[src/rtl/bp_me_io_cmd_arbiter.sv]
// Round-robin sharing of one single-beat BedRock I/O command/response port among
// several clients; grant order is kept in a FIFO so in-order responses go back to their issuer.
//
// state   | meaning
// ST_OPEN | free to arbitrate; sel follows the round-robin search
// ST_LOCK | a presented command stalled; its client stays selected until handshake
module bp_me_io_cmd_arbiter #(
  parameter int num_clients_p     = 2,
  parameter int header_width_p    = 64,
  parameter int data_width_p      = 32,
  parameter int num_outstanding_p = 8
) (
  input  logic                                    clk_i,
  input  logic                                    reset_n_i,
  input  logic [num_clients_p*header_width_p-1:0] cli_cmd_header_i,
  input  logic [num_clients_p*data_width_p-1:0]   cli_cmd_data_i,
  input  logic [num_clients_p-1:0]                cli_cmd_v_i,
  output logic [num_clients_p-1:0]                cli_cmd_ready_and_o,
  output logic [header_width_p-1:0]               cli_resp_header_o,
  output logic [data_width_p-1:0]                 cli_resp_data_o,
  output logic [num_clients_p-1:0]                cli_resp_v_o,
  input  logic [num_clients_p-1:0]                cli_resp_ready_and_i,
  output logic [header_width_p-1:0]               io_cmd_header_o,
  output logic [data_width_p-1:0]                 io_cmd_data_o,
  output logic                                    io_cmd_v_o,
  output logic                                    io_cmd_last_o,
  input  logic                                    io_cmd_ready_and_i,
  input  logic [header_width_p-1:0]               io_resp_header_i,
  input  logic [data_width_p-1:0]                 io_resp_data_i,
  input  logic                                    io_resp_v_i,
  input  logic                                    io_resp_last_i,
  output logic                                    io_resp_ready_and_o
);

  localparam int id_w_lp  = (num_clients_p > 1) ? $clog2(num_clients_p) : 1;
  localparam int ptr_w_lp = (num_outstanding_p > 1) ? $clog2(num_outstanding_p) : 1;
  localparam int cnt_w_lp = $clog2(num_outstanding_p + 1);

  typedef enum logic {ST_OPEN = 1'b0, ST_LOCK = 1'b1} state_e;

  state_e               r_state, w_state_nxt;
  logic [id_w_lp-1:0]   r_rr_ptr, r_sel, w_rr_sel, w_sel, w_head;
  logic [cnt_w_lp-1:0]  r_count;
  logic [ptr_w_lp-1:0]  r_wr_ptr, r_rd_ptr;
  logic [id_w_lp-1:0]   r_fifo [num_outstanding_p];
  logic                 w_rr_found, w_can_issue, w_empty, w_cmd_hs, w_resp_hs;
  logic                 w_unused;

  assign w_unused = io_resp_last_i;

  always_comb begin
    logic [id_w_lp-1:0] idx;
    idx        = '0;
    w_rr_sel   = r_rr_ptr;
    w_rr_found = 1'b0;
    for (int i = 0; i < num_clients_p; i++) begin
      idx = id_w_lp'((int'(r_rr_ptr) + i) % num_clients_p);
      if (!w_rr_found && cli_cmd_v_i[idx]) begin
        w_rr_sel   = idx;
        w_rr_found = 1'b1;
      end
    end
  end

  assign w_sel       = (r_state == ST_LOCK) ? r_sel : w_rr_sel;
  assign w_empty     = (r_count == '0);
  assign w_can_issue = (r_count < cnt_w_lp'(num_outstanding_p));
  assign w_head      = r_fifo[r_rd_ptr];

  // reset_n_i gates the handshake outputs so they drop the instant reset asserts
  assign io_cmd_v_o      = reset_n_i & w_can_issue & cli_cmd_v_i[w_sel];
  assign io_cmd_last_o   = io_cmd_v_o;
  assign io_cmd_header_o = cli_cmd_header_i[int'(w_sel)*header_width_p +: header_width_p];
  assign io_cmd_data_o   = cli_cmd_data_i[int'(w_sel)*data_width_p +: data_width_p];
  assign w_cmd_hs        = io_cmd_v_o & io_cmd_ready_and_i;

  always_comb begin
    cli_cmd_ready_and_o = '0;
    if (reset_n_i) cli_cmd_ready_and_o[w_sel] = io_cmd_ready_and_i & w_can_issue;
  end

  assign io_resp_ready_and_o = reset_n_i & ~w_empty & cli_resp_ready_and_i[w_head];
  assign cli_resp_header_o   = io_resp_header_i;
  assign cli_resp_data_o     = io_resp_data_i;
  assign w_resp_hs           = io_resp_v_i & io_resp_ready_and_o;

  always_comb begin
    cli_resp_v_o = '0;
    if (reset_n_i && io_resp_v_i && !w_empty) cli_resp_v_o[w_head] = 1'b1;
  end

  always_comb begin
    w_state_nxt = r_state;
    case (r_state)
      ST_OPEN: if (io_cmd_v_o && !io_cmd_ready_and_i) w_state_nxt = ST_LOCK;
      ST_LOCK: if (w_cmd_hs) w_state_nxt = ST_OPEN;
      default: w_state_nxt = ST_OPEN;
    endcase
  end

  always_ff @(posedge clk_i or negedge reset_n_i) begin
    if (!reset_n_i) begin
      r_state  <= ST_OPEN;
      r_sel    <= '0;
      r_rr_ptr <= '0;
      r_count  <= '0;
      r_wr_ptr <= '0;
      r_rd_ptr <= '0;
    end else begin
      r_state <= w_state_nxt;
      if (r_state == ST_OPEN && w_state_nxt == ST_LOCK) r_sel <= w_rr_sel;
      if (w_cmd_hs) begin
        r_rr_ptr <= (int'(w_sel) == num_clients_p - 1) ? '0 : w_sel + 1'b1;
        r_wr_ptr <= (int'(r_wr_ptr) == num_outstanding_p - 1) ? '0 : r_wr_ptr + 1'b1;
      end
      if (w_resp_hs)
        r_rd_ptr <= (int'(r_rd_ptr) == num_outstanding_p - 1) ? '0 : r_rd_ptr + 1'b1;
      if (w_cmd_hs && !w_resp_hs)      r_count <= r_count + 1'b1;
      else if (!w_cmd_hs && w_resp_hs) r_count <= r_count - 1'b1;
    end
  end

  // Slot contents need no reset; occupancy is tracked by r_count alone.
  always_ff @(posedge clk_i) begin
    if (w_cmd_hs) r_fifo[r_wr_ptr] <= w_sel;
  end

  a_resp_when_empty: assert property (@(posedge clk_i) disable iff (!reset_n_i)
    !(io_resp_v_i && w_empty));

  a_hold_valid_locked: assert property (@(posedge clk_i) disable iff (!reset_n_i)
    (r_state == ST_LOCK) |-> cli_cmd_v_i[r_sel]);

endmodule
[config.mk]
export PLATFORM = sky130hd
export DESIGN_NAME = bp_me_io_cmd_arbiter
export DESIGN_NICKNAME = d
export VERILOG_FILES = /design/src/rtl/bp_me_io_cmd_arbiter.sv
export SDC_FILE = /design/constraint.sdc
export NUM_CORES = 1
export LEC_CHECK = 0
export ABC_CLOCK_PERIOD_IN_PS = 2700
export BUFFER_PORTS_ARGS = -buffer_cell sky130_fd_sc_hd__buf_2
export CAP_MARGIN = 20
export CORE_AREA = 4 4 189 191
export CTS_CLUSTER_SIZE = 24
export DETAILED_ROUTE_END_ITERATION = 10
export DIE_AREA = 0 0 193 195
export GPL_ROUTABILITY_DRIVEN = 0
export GPL_TIMING_DRIVEN = 1
export PLACE_DENSITY_LB_ADDON = 0.15
export SYNTH_ARGS = -nofsm -noshare
export SYNTH_HDL_FRONTEND = slang
export SYNTH_SLANG_ARGS = --single-unit
export TNS_END_PERCENT = 30
[constraint.sdc]
create_clock -name clk_i -period 2.7 [get_ports clk_i]
set_input_delay 0.405 -clock clk_i [delete_from_list [all_inputs] [get_ports clk_i]]
set_output_delay 0.405 -clock clk_i [all_outputs]
set_load 0.1 [all_outputs]
**After elaboration in Yosys (flattened, before gate mapping)**

Memory sizes are Yosys's and may differ from the RTL's.
Cells that the tools add are included.
W data, S select, Z words.

- Add/subtract/negate cells: 6
- Order comparisons: 7
- Eq/ne operators: 2
- Shift operators: 2
- Multiplexer cells: 27
- Bitwise logic cells: 10
- Reduce and logical (&&, ||, !) cells: 16

Operator list:

| cell | number |
|---|---|
| $shiftx A128 B8 Y64 | 1 |
| $shiftx A64 B7 Y32 | 1 |
| $mux W1 | 18 |
| $logic_and A1 B1 Y1 | 9 |
| $lt A1 B2 Y1 const B | 4 |
| $mux W4 | 2 |
| $and A1 B1 Y1 | 7 |
| $add A3 B1 Y3 const B | 2 |
| $eq A3 B1 Y1 const B | 2 |
| $mux W3 | 2 |
| $logic_not A1 Y1 | 5 |
| $add A4 B1 Y4 const B | 1 |
| $logic_not A4 Y1 | 1 |
| $lt A4 B4 Y1 const B | 1 |
| $mux W2 | 2 |
| $sub A4 B1 Y4 const B | 1 |
| $add A1 B1 Y1 const B | 2 |
| $and A2 B2 Y2 | 1 |
| $demux W1 S1 | 2 |
| $ge A1 B1 Y1 const B | 2 |
| $not A1 Y1 | 2 |
| $pmux W1 S2 | 1 |
| $reduce_bool A2 Y1 | 1 |

- Register bits after elaboration: 13
- Bits in writable memories: 8
- Input port bits: 297
- Output and inout port bits: 199
- Memories kept: 1

Memory list:

| name | depth | width | rd ports | clocked after memory_dff | write ports | line | source |
|---|---|---|---|---|---|---|---|
| r_fifo | 8 | 1 | 1 | 0 | 1 | 45 | `logic [id_w_lp-1:0] r_fifo [num_outstanding_p];` |

**Logic depth before layout (Yosys ltp)**

Gate-level depths: netlist (run 1).

- Depth in word-level cells: 15
- Depth in mapped cells: 13
- Gate-level depth less buffers: 13

**Worst setup path after synthesis (run 1)**

Ideal clock, no wire load.

- Path kind: reg2out
- From: register r_rd_ptr[0]
- To: output io_resp_ready_and_o
- Arrival: 3.577 ns
- Required time: 2.295 ns
- Setup slack: -1.282 ns
- Cell stages (with the launch flop): 5
- Cells stage by stage: dfrtp_1 mux4_1 mux2i_4 mux2i_1 nor3b_1

- Longest elaborated chain between the ends: 4

Ends and longest elaborated chain:

| element | line | source |
|---|---|---|
| from (decl) | 44 | `logic [ptr_w_lp-1:0] r_wr_ptr, r_rd_ptr;` |
| from (signal assigned) | 117 | `r_rd_ptr <= (int'(r_rd_ptr) == num_outstanding_p - 1) ? '0 : r_rd_ptr + 1'b1;` |
| $mem_v2 Z8 W1 | - |  |
| $mux W1 (not written as such) (2 in series) | 82 | `assign io_resp_ready_and_o = reset_n_i & ~w_empty & cli_resp_ready_and_i[w_head];` |
| $and A1 B1 Y1 | 82 |  |
| to (decl) | 32 | `output logic io_resp_ready_and_o` |

No other way between the ends. The select of a mux whose other input is x is not followed.

**Final worst setup path (run 1)**

- From: register r_rd_ptr[0]
- To: register r_count[3]

- Longest elaborated chain between the ends: 8

Ends and longest elaborated chain:

| element | line | source |
|---|---|---|
| $mem_v2 Z8 W1 (*) | - |  |
| $mux W1 (not written as such) (*) (2 in series) | 82 |  |
| $and A1 B1 Y1 (*) | 82 |  |
| $and A1 B1 Y1 (*) | 85 | `assign w_resp_hs = io_resp_v_i & io_resp_ready_and_o;` |
| $logic_not A1 Y1 | 118 | `if (w_cmd_hs && !w_resp_hs) r_count <= r_count + 1'b1;` |
| $logic_and A1 B1 Y1 | 118 |  |
| $mux W4 / $reduce_bool A2 Y1 (equally long branches) | - |  |
| to (signal assigned) | 118 |  |
| to (signal assigned) | 119 | `else if (!w_cmd_hs && w_resp_hs) r_count <= r_count - 1'b1;` |
| to (decl) | 43 | `logic [cnt_w_lp-1:0] r_count;` |

Every way passes the cells marked *; elsewhere a longest branch is shown, timed or not. The select of a mux whose other input is x is not followed.
A chain may end at the register's enable or synchronous reset.

==> key figures, run 1 <==
Status
  • Status: finished, violations left
  • Failing checks: negative setup slack

STA
  • Slew HR: 0.6473
  • Final Max Tran Viols: 0
  • Final setup viols: 1
  • Hold Violations, Final: 0
  • Final critical-path required period: 2.718 ns
  • Final period utilization: 1.007
  • Final Skew: around 0.0077 ns
  • Unrepaired setup endpoints after global routing: true
  • Slew @ Worst Pin: 0.5327 ns
  • PnR worst setup slack: -0.01779 ns
  • F_max: 0.3679 GHz
  • Min Hold Slack: around 0.17 ns

Clock tree
  • CTS buffer count: 3
  • H-tree levels: 1
  • Clock Path Buffers: 2
  • Cts hold-fix bufs: 0
  • CTS sink cnt: 21
  • Root buffer cell: clkbuf_16
  • Worst-Skew Late Latency: 0.26 ns
  • Clock transition at path regs: 0.06 ns
  • CTS tree: built

Die
  • Rows: 68
  • Die X-Extent: 193 um
  • Starting Density: 0.08864
  • Die Footprint: approximately 0.038 mm2
  • Core area: 0.03412 mm2
  • I/O pins: 496
  • Die Y: between 150 and 200 um

Synthesis
  • Cells after Synth: ~290
  • Post-synth EDFFs: 8
  • Asr flop ratio synth: 0.6190
  • Area of the mapped netlist: 0.003024 mm2
  • Synth Register Bits: 21
  • Ys flop type: dfrtp_1
  • Distinct cells, synth: 36
  • Syn_area_per_cell: just over 10 um2
  • Synth warnings: 0
  • Syn nets: 598
  • Sequential cell area fraction in the yosys report: 0.1870

Global route
  • Total gr overflow: 0
  • Number of global-route vias before repair: 3,151
  • Initial antenna violation count: 0
  • Largest net degree at the start of global routing: 25
  • First-pass GRT wire length: 20,820 um
  • Tot GR Track Use: 0.07339

Final layout
  • Area Overhead vs Synth: 76.67%
  • Ant diodes: 0
  • Final Cell Area: 0.005343 mm2
  • Final Net Count: 832
  • Ratio of cells with drive above 1 in the final layout: 0.8688

Setup path
  • CP max-delay cell: mux4_2
  • Slowest stage delay, CP: between 0.5 and 0.6 ns
  • Arr. time, crit path: between 2 and 3 ns
  • RR Startpoint: r_rd_ptr[0]
  • CP endpoint kind: register
  • Setup CP Type: register to register
  • Delay-heaviest family, CP: multiplexers
  • Crit path launch type: register
  • R2R depth: 13
  • Worst EP required: 2.84 ns
  • R2r setup slk: -0.02 ns
  • Reg2reg end: r_count[3]
  • CP Cell Sequence: mux4_2 -> mux2i_4 -> mux2i_4 -> nor2_4 -> inv_2 -> ha_4 -> inv_4 -> ha_4 -> a21o_1 -> a21oi_2 -> xnor2_1 -> nor2_1 -> xor2_1
  • Worst path bufs/invs: 2
  • Crit-path max FO: 3

Pwr
  • Flop pwr share: 0.063
  • Leakage: roughly 0.0025 uW
  • Peak VDD IR: 794.3 uV
  • Clock power share: 0.035
  • Fraction of power consumed by combinational cells: 0.902
  • Int Pwr: 3301 uW
  • Sw Share: 0.6485
  • PwrDens: about 1800 mW/mm2
  • Switch Pwr: 6090 uW

Route
  • Routed vias/inst: about 3
  • DRC: 0
  • Final Routed Wirelength: 15,950 um
  • 1st-iter DRT viols: 57
  • Routed Antenna Nets: 0
  • WL per Instance: 16.26 um
  • Drt pass-1 iters: 4
  • Via count: about 3,000

Worst hold path
  • Class of the worst hold path: input port to async pin

Job
  • Max-Cap Viols: 0

Place
  • Post-DP HPWL: 14,000 um
  • I/O Buffers: just over 300
  • Dpl cell area: 0.004881 mm2
[state kept, by name (all words and copies together) (netlist names)]
signal    cells
r_sel         1
r_state       1
r_wr_ptr      3
r_count       4
r_rr_ptr      1
r_rd_ptr      3
r_fifo        8
[timing repair]
action	CTS	global route
gates resized for setup	46	59
buffers inserted	3	2
cloned	0	3
pin swaps	4	1
setup endpoints to repair	61	73
[per-layer routing]
metal,vias up,GRT usage,part of all wire
met1,1310,0.07200,0.34
li1,1394,-,-
met2,207,0.1463,0.55
met3,6,0.02771,0.096
met4,0,0.01128,0.014
met5,-,0,0
[layout by cell type, fill, tap and decap left out, drive strengths merged, types with 2 or more instances in the layout]
cell type  instances
dfrtp             13
xnor2              3
nor2              10
nor3               3
ha                 7
nor3b              3
inv                5
nor4b              2
a21o               2
buf              334
nand2             10
mux2i              4
mux4               2
edfxtp             8
mux2             101
clkbuf             5
[worst max path at each step]
| stage | cells after the start | to | startpoint |
|---|---|---|---|
| CTS | 13 | r_count[3] | r_rd_ptr[0] |
| finish | 13 | r_count[3] | r_rd_ptr[0] |
| global placement | 13 | r_count[3] | r_rd_ptr[0] |
| detailed placement | 13 | r_count[3] | r_rd_ptr[0] |
| global route | 13 | r_count[3] | r_rd_ptr[0] |
| floorplan | 12 | r_count[3] | r_sel |
[area by class of cell]
| type | count | area [um2] |
|---|---|---|
| sequential | 21 | 565.5 |
| multi-input combinational | 159 | 1699 |
| fill | 3870 | 28780 |
| tap | 455 | 569.3 |
| timing repair buffer | 336 | 2396 |
| inverter | 6 | 30.03 |
| clock inverter | 1 | 7.507 |
| clock buffer | 3 | 75.07 |
[Yosys cell counts, drive strengths merged, types with 2 or more instances]
library cell | instances | area [um2]
buf | 107 | 785.8
mux2 | 101 | 1141
dfrtp | 13 | 325.3
nand2 | 10 | 45.04
nor2 | 10 | 47.55
edfxtp | 8 | 240.2
ha | 7 | 87.58
inv | 5 | 18.77
mux2i | 4 | 65.06
nor3 | 3 | 15.01
nor3b | 3 | 22.52
xnor2 | 3 | 26.28
a21o | 2 | 15.01
mux4 | 2 | 48.80
nor4b | 2 | 17.52
[power by group through the flow]
stage | Combinational [uW] | Sequential [uW] | Clock (uW)
3_5_place_dp | 7850 | 604 | 0
5_1_grt | 8760 | 619 | 360
6_report | 8470 | 596 | 324
3_3_place_gp | 7890 | 613 | 0
2_1_floorplan | 6770 | 589 | 0
4_1_cts | 8080 | 600 | 336
[stage by stage]
stage	TNS (ns)	cells	util	setup WS [ns]	total power (uW)
after CTS	-0.09459	976	0.1495	-0.05717	9014
final	-0.01779	981	0.1566	-0.01779	9392
after detailed placement	-0.4160	969	0.1431	-0.1659	8450
after global routing	-0.3249	981	0.1566	-0.1816	9741
after floorplan	-2.883	293	-	-0.6051	7361
after global placement	-0.3340	969	0.1431	-0.1648	8503
[cell families after synthesis]
kind of cell,after synthesis,synth area share
buf+inv,113,0.2677
mux,107,0.4150
simple gates,33,0.05958
flops,21,0.1870
fa+ha+maj,9,0.03889
compound gates,6,0.02027
xor+xnor,4,0.01159
Power figures use the tool's default switching activity.
==> run 2, diff against run 1 <==
--- a/config.mk
+++ b/config.mk
@@ -15,6 +15,7 @@
 export GPL_ROUTABILITY_DRIVEN = 0
 export GPL_TIMING_DRIVEN = 1
 export PLACE_DENSITY_LB_ADDON = 0.15
+export SETUP_SLACK_MARGIN = 0.2
 export SYNTH_ARGS = -nofsm -noshare
 export SYNTH_HDL_FRONTEND = slang
 export SYNTH_SLANG_ARGS = --single-unit
==> run 2 against run 1 <==
Compared with the run above: sequential share of layout area decreased by 2.5 points; core utilization increased by 4.8 points; the flow now finishes without violations; critical endpoint unchanged; highest routed layer unchanged; fmax increased by 1.1%; clock skew decreased by 0.0045 ns; clock-buffer cell count unchanged.
==> key figures, run 2 (synthesis results as in run 1) <==
Global route
  • Tot GR Track Use: 0.07667
  • Total gr overflow: 0
  • First-pass GRT wire length: 22,090 um
  • Largest net degree at the start of global routing: 21
  • Number of global-route vias before repair: 3,444
  • Initial antenna violation count: 0

Final layout
  • Biggest regs: r_fifo x8, r_count x4
  • Ant diodes: 0
  • Register area: 566.8 um2
  • Area Overhead vs Synth: 130.7%
  • Max FFs per register: 8
  • Final Cell Area: between 0.006 and 0.007 mm2
  • Finished Core Util: 0.2045
  • Final Net Count: between 800 and 900
  • Area occupied by multi-input gates: about 0.0021 mm2
  • Ratio of cells with drive above 1 in the final layout: 0.8755
  • Biggest register: r_fifo
  • Most frequent cells in the layout: 202 x buf_2, 110 x buf_12, 97 x mux2_4
  • Fill count: 3,694
  • Commonest non-fill, non-tap cell in the layout: buf_2

STA
  • Unrepaired setup endpoints after global routing: true
  • Final setup viols: 0
  • PnR worst setup slack: 0.01307 ns
  • Final Skew: 0.003293 ns
  • Slew HR: 0.6793
  • Final critical-path required period: 2.687 ns
  • F_max: 0.3722 GHz
  • Final Max Tran Viols: 0
  • Slew @ Worst Pin: ~0.48 ns
  • Min Hold Slack: 0.1318 ns
  • Final period utilization: 0.9952
  • Hold Violations, Final: 0

Route
  • Drt pass-1 iters: 4
  • 1st-iter DRT viols: 120
  • Routed vias/inst: around 3.1
  • WL per Instance: 16.14 um
  • Routed Antenna Nets: 0
  • DRC: 0
  • Via count: slightly above 3,000
  • Final Routed Wirelength: around 16,000 um

Die
  • Die Footprint: 0.03764 mm2
  • I/O pins: 496
  • Rows: 68
  • Starting Density: 0.08864
  • Die Y: 195 um
  • Core area: 0.03412 mm2
  • Die X-Extent: about 190 um

Setup path
  • Crit-path max FO: 3
  • CP Cell Sequence: mux4_2 -> mux2i_4 -> mux2i_4 -> nor2_4 -> inv_2 -> ha_4 -> inv_4 -> ha_4 -> a21o_1 -> a21oi_2 -> xnor2_1 -> nor2_1 -> xor2_1
  • Crit path launch type: register
  • Arr. time, crit path: 2.83 ns
  • Setup CP Type: register to register
  • Worst EP required: 2.84 ns
  • CP endpoint kind: register
  • Slowest stage delay, CP: 0.54 ns
  • Worst path bufs/invs: 2
  • Delay-heaviest family, CP: multiplexers
  • CP max-delay cell: mux4_2

Clock tree
  • Root buffer cell: clkbuf_16
  • CTS buffer count: 3
  • Clock transition at path regs: 0.06 ns
  • Worst-Skew Late Latency: 0.25 ns
  • H-tree levels: 1
  • CTS sink cnt: 21
  • CTS tree: built
  • Clock Path Buffers: 2

Place
  • I/O Buffers: a little over 300
  • Dpl cell area: 0.004911 mm2
  • Pre-CTS setup slack: -0.1948 ns
  • Post-DP HPWL: 12,860 um

Pwr
  • Peak VDD IR: 687.4 uV
  • Leakage: 0.003364 uW
  • PwrDens: 1728 mW/mm2

Job
  • Max-Cap Viols: 0

Worst hold path
  • Class of the worst hold path: input port to async pin

Status
  • Status: complete, no violations
[run 2: cell count changes in the layout (fill, tap and decap cells not counted), sizes merged]
cell / delta
clkbuf: +1
buf: +10
dlygate4sd3: +1
[run 2: final timing paths]
check,from,slack [ns],endpoint,depth (start not counted)
max in group asynchronous,reset_n_i,1.97,r_count[0],2
min in group clk_i,cli_cmd_v_i[1],0.47,r_rr_ptr,3
worst min-delay path,reset_n_i,0.13,r_rd_ptr[0],2
worst min register to register,r_count[2],0.53,r_count[2],2
worst max register to register,r_rd_ptr[0],0.01,r_count[3],13
worst max-delay path,r_rd_ptr[0],0.01,r_count[3],13
[run 2: layout make-up]
class | count | share of cell area
Tap cell | 455 | 0.08159
Multi-Input combinational cell | 159 | 0.2975
Timing Repair Buffer | 348 | 0.5236
Clock buffer | 3 | 0.01076
Inverter | 6 | 0.004303
Clock inverter | 1 | 0.001076
Sequential cell | 21 | 0.08123
[run 2: power by group]
part           switching, uW  total [uW]  internal [uW]
Combinational           6380       11100           4760
Sequential               131         593            461
Clock                    126         327            201
[run 2: repair_timing]
action,4_1_cts,5_1_grt
setup buffers,11,5
pin swaps,6,4
hold buffers,1,0
endpoints found under the setup margin,101,100
cloned,3,2
gates resized for setup,348,100
endpoints found under the hold margin,3,0
[run 2: per-layer routing]
metal	routed length (um)	GRT usage	vias to the layer above
met3	1550	0.02360	16
met4	345	0.01941	0
met1	5659	0.08580	1380
li1	-	-	1415
met2	8474	0.1401	223
met5	0	0.001326	-
[run 2: metrics by stage]
stage | power [uW] | instances | setup TNS [ns]
finish | 12060 | 993 | 0
global route | 12470 | 993 | -0.2128
CTS | 11320 | 986 | -0.08034
detailed placement | 8532 | 967 | -0.4711
global placement | 8593 | 967 | -0.3522
floorplan | 7372 | 293 | -2.328
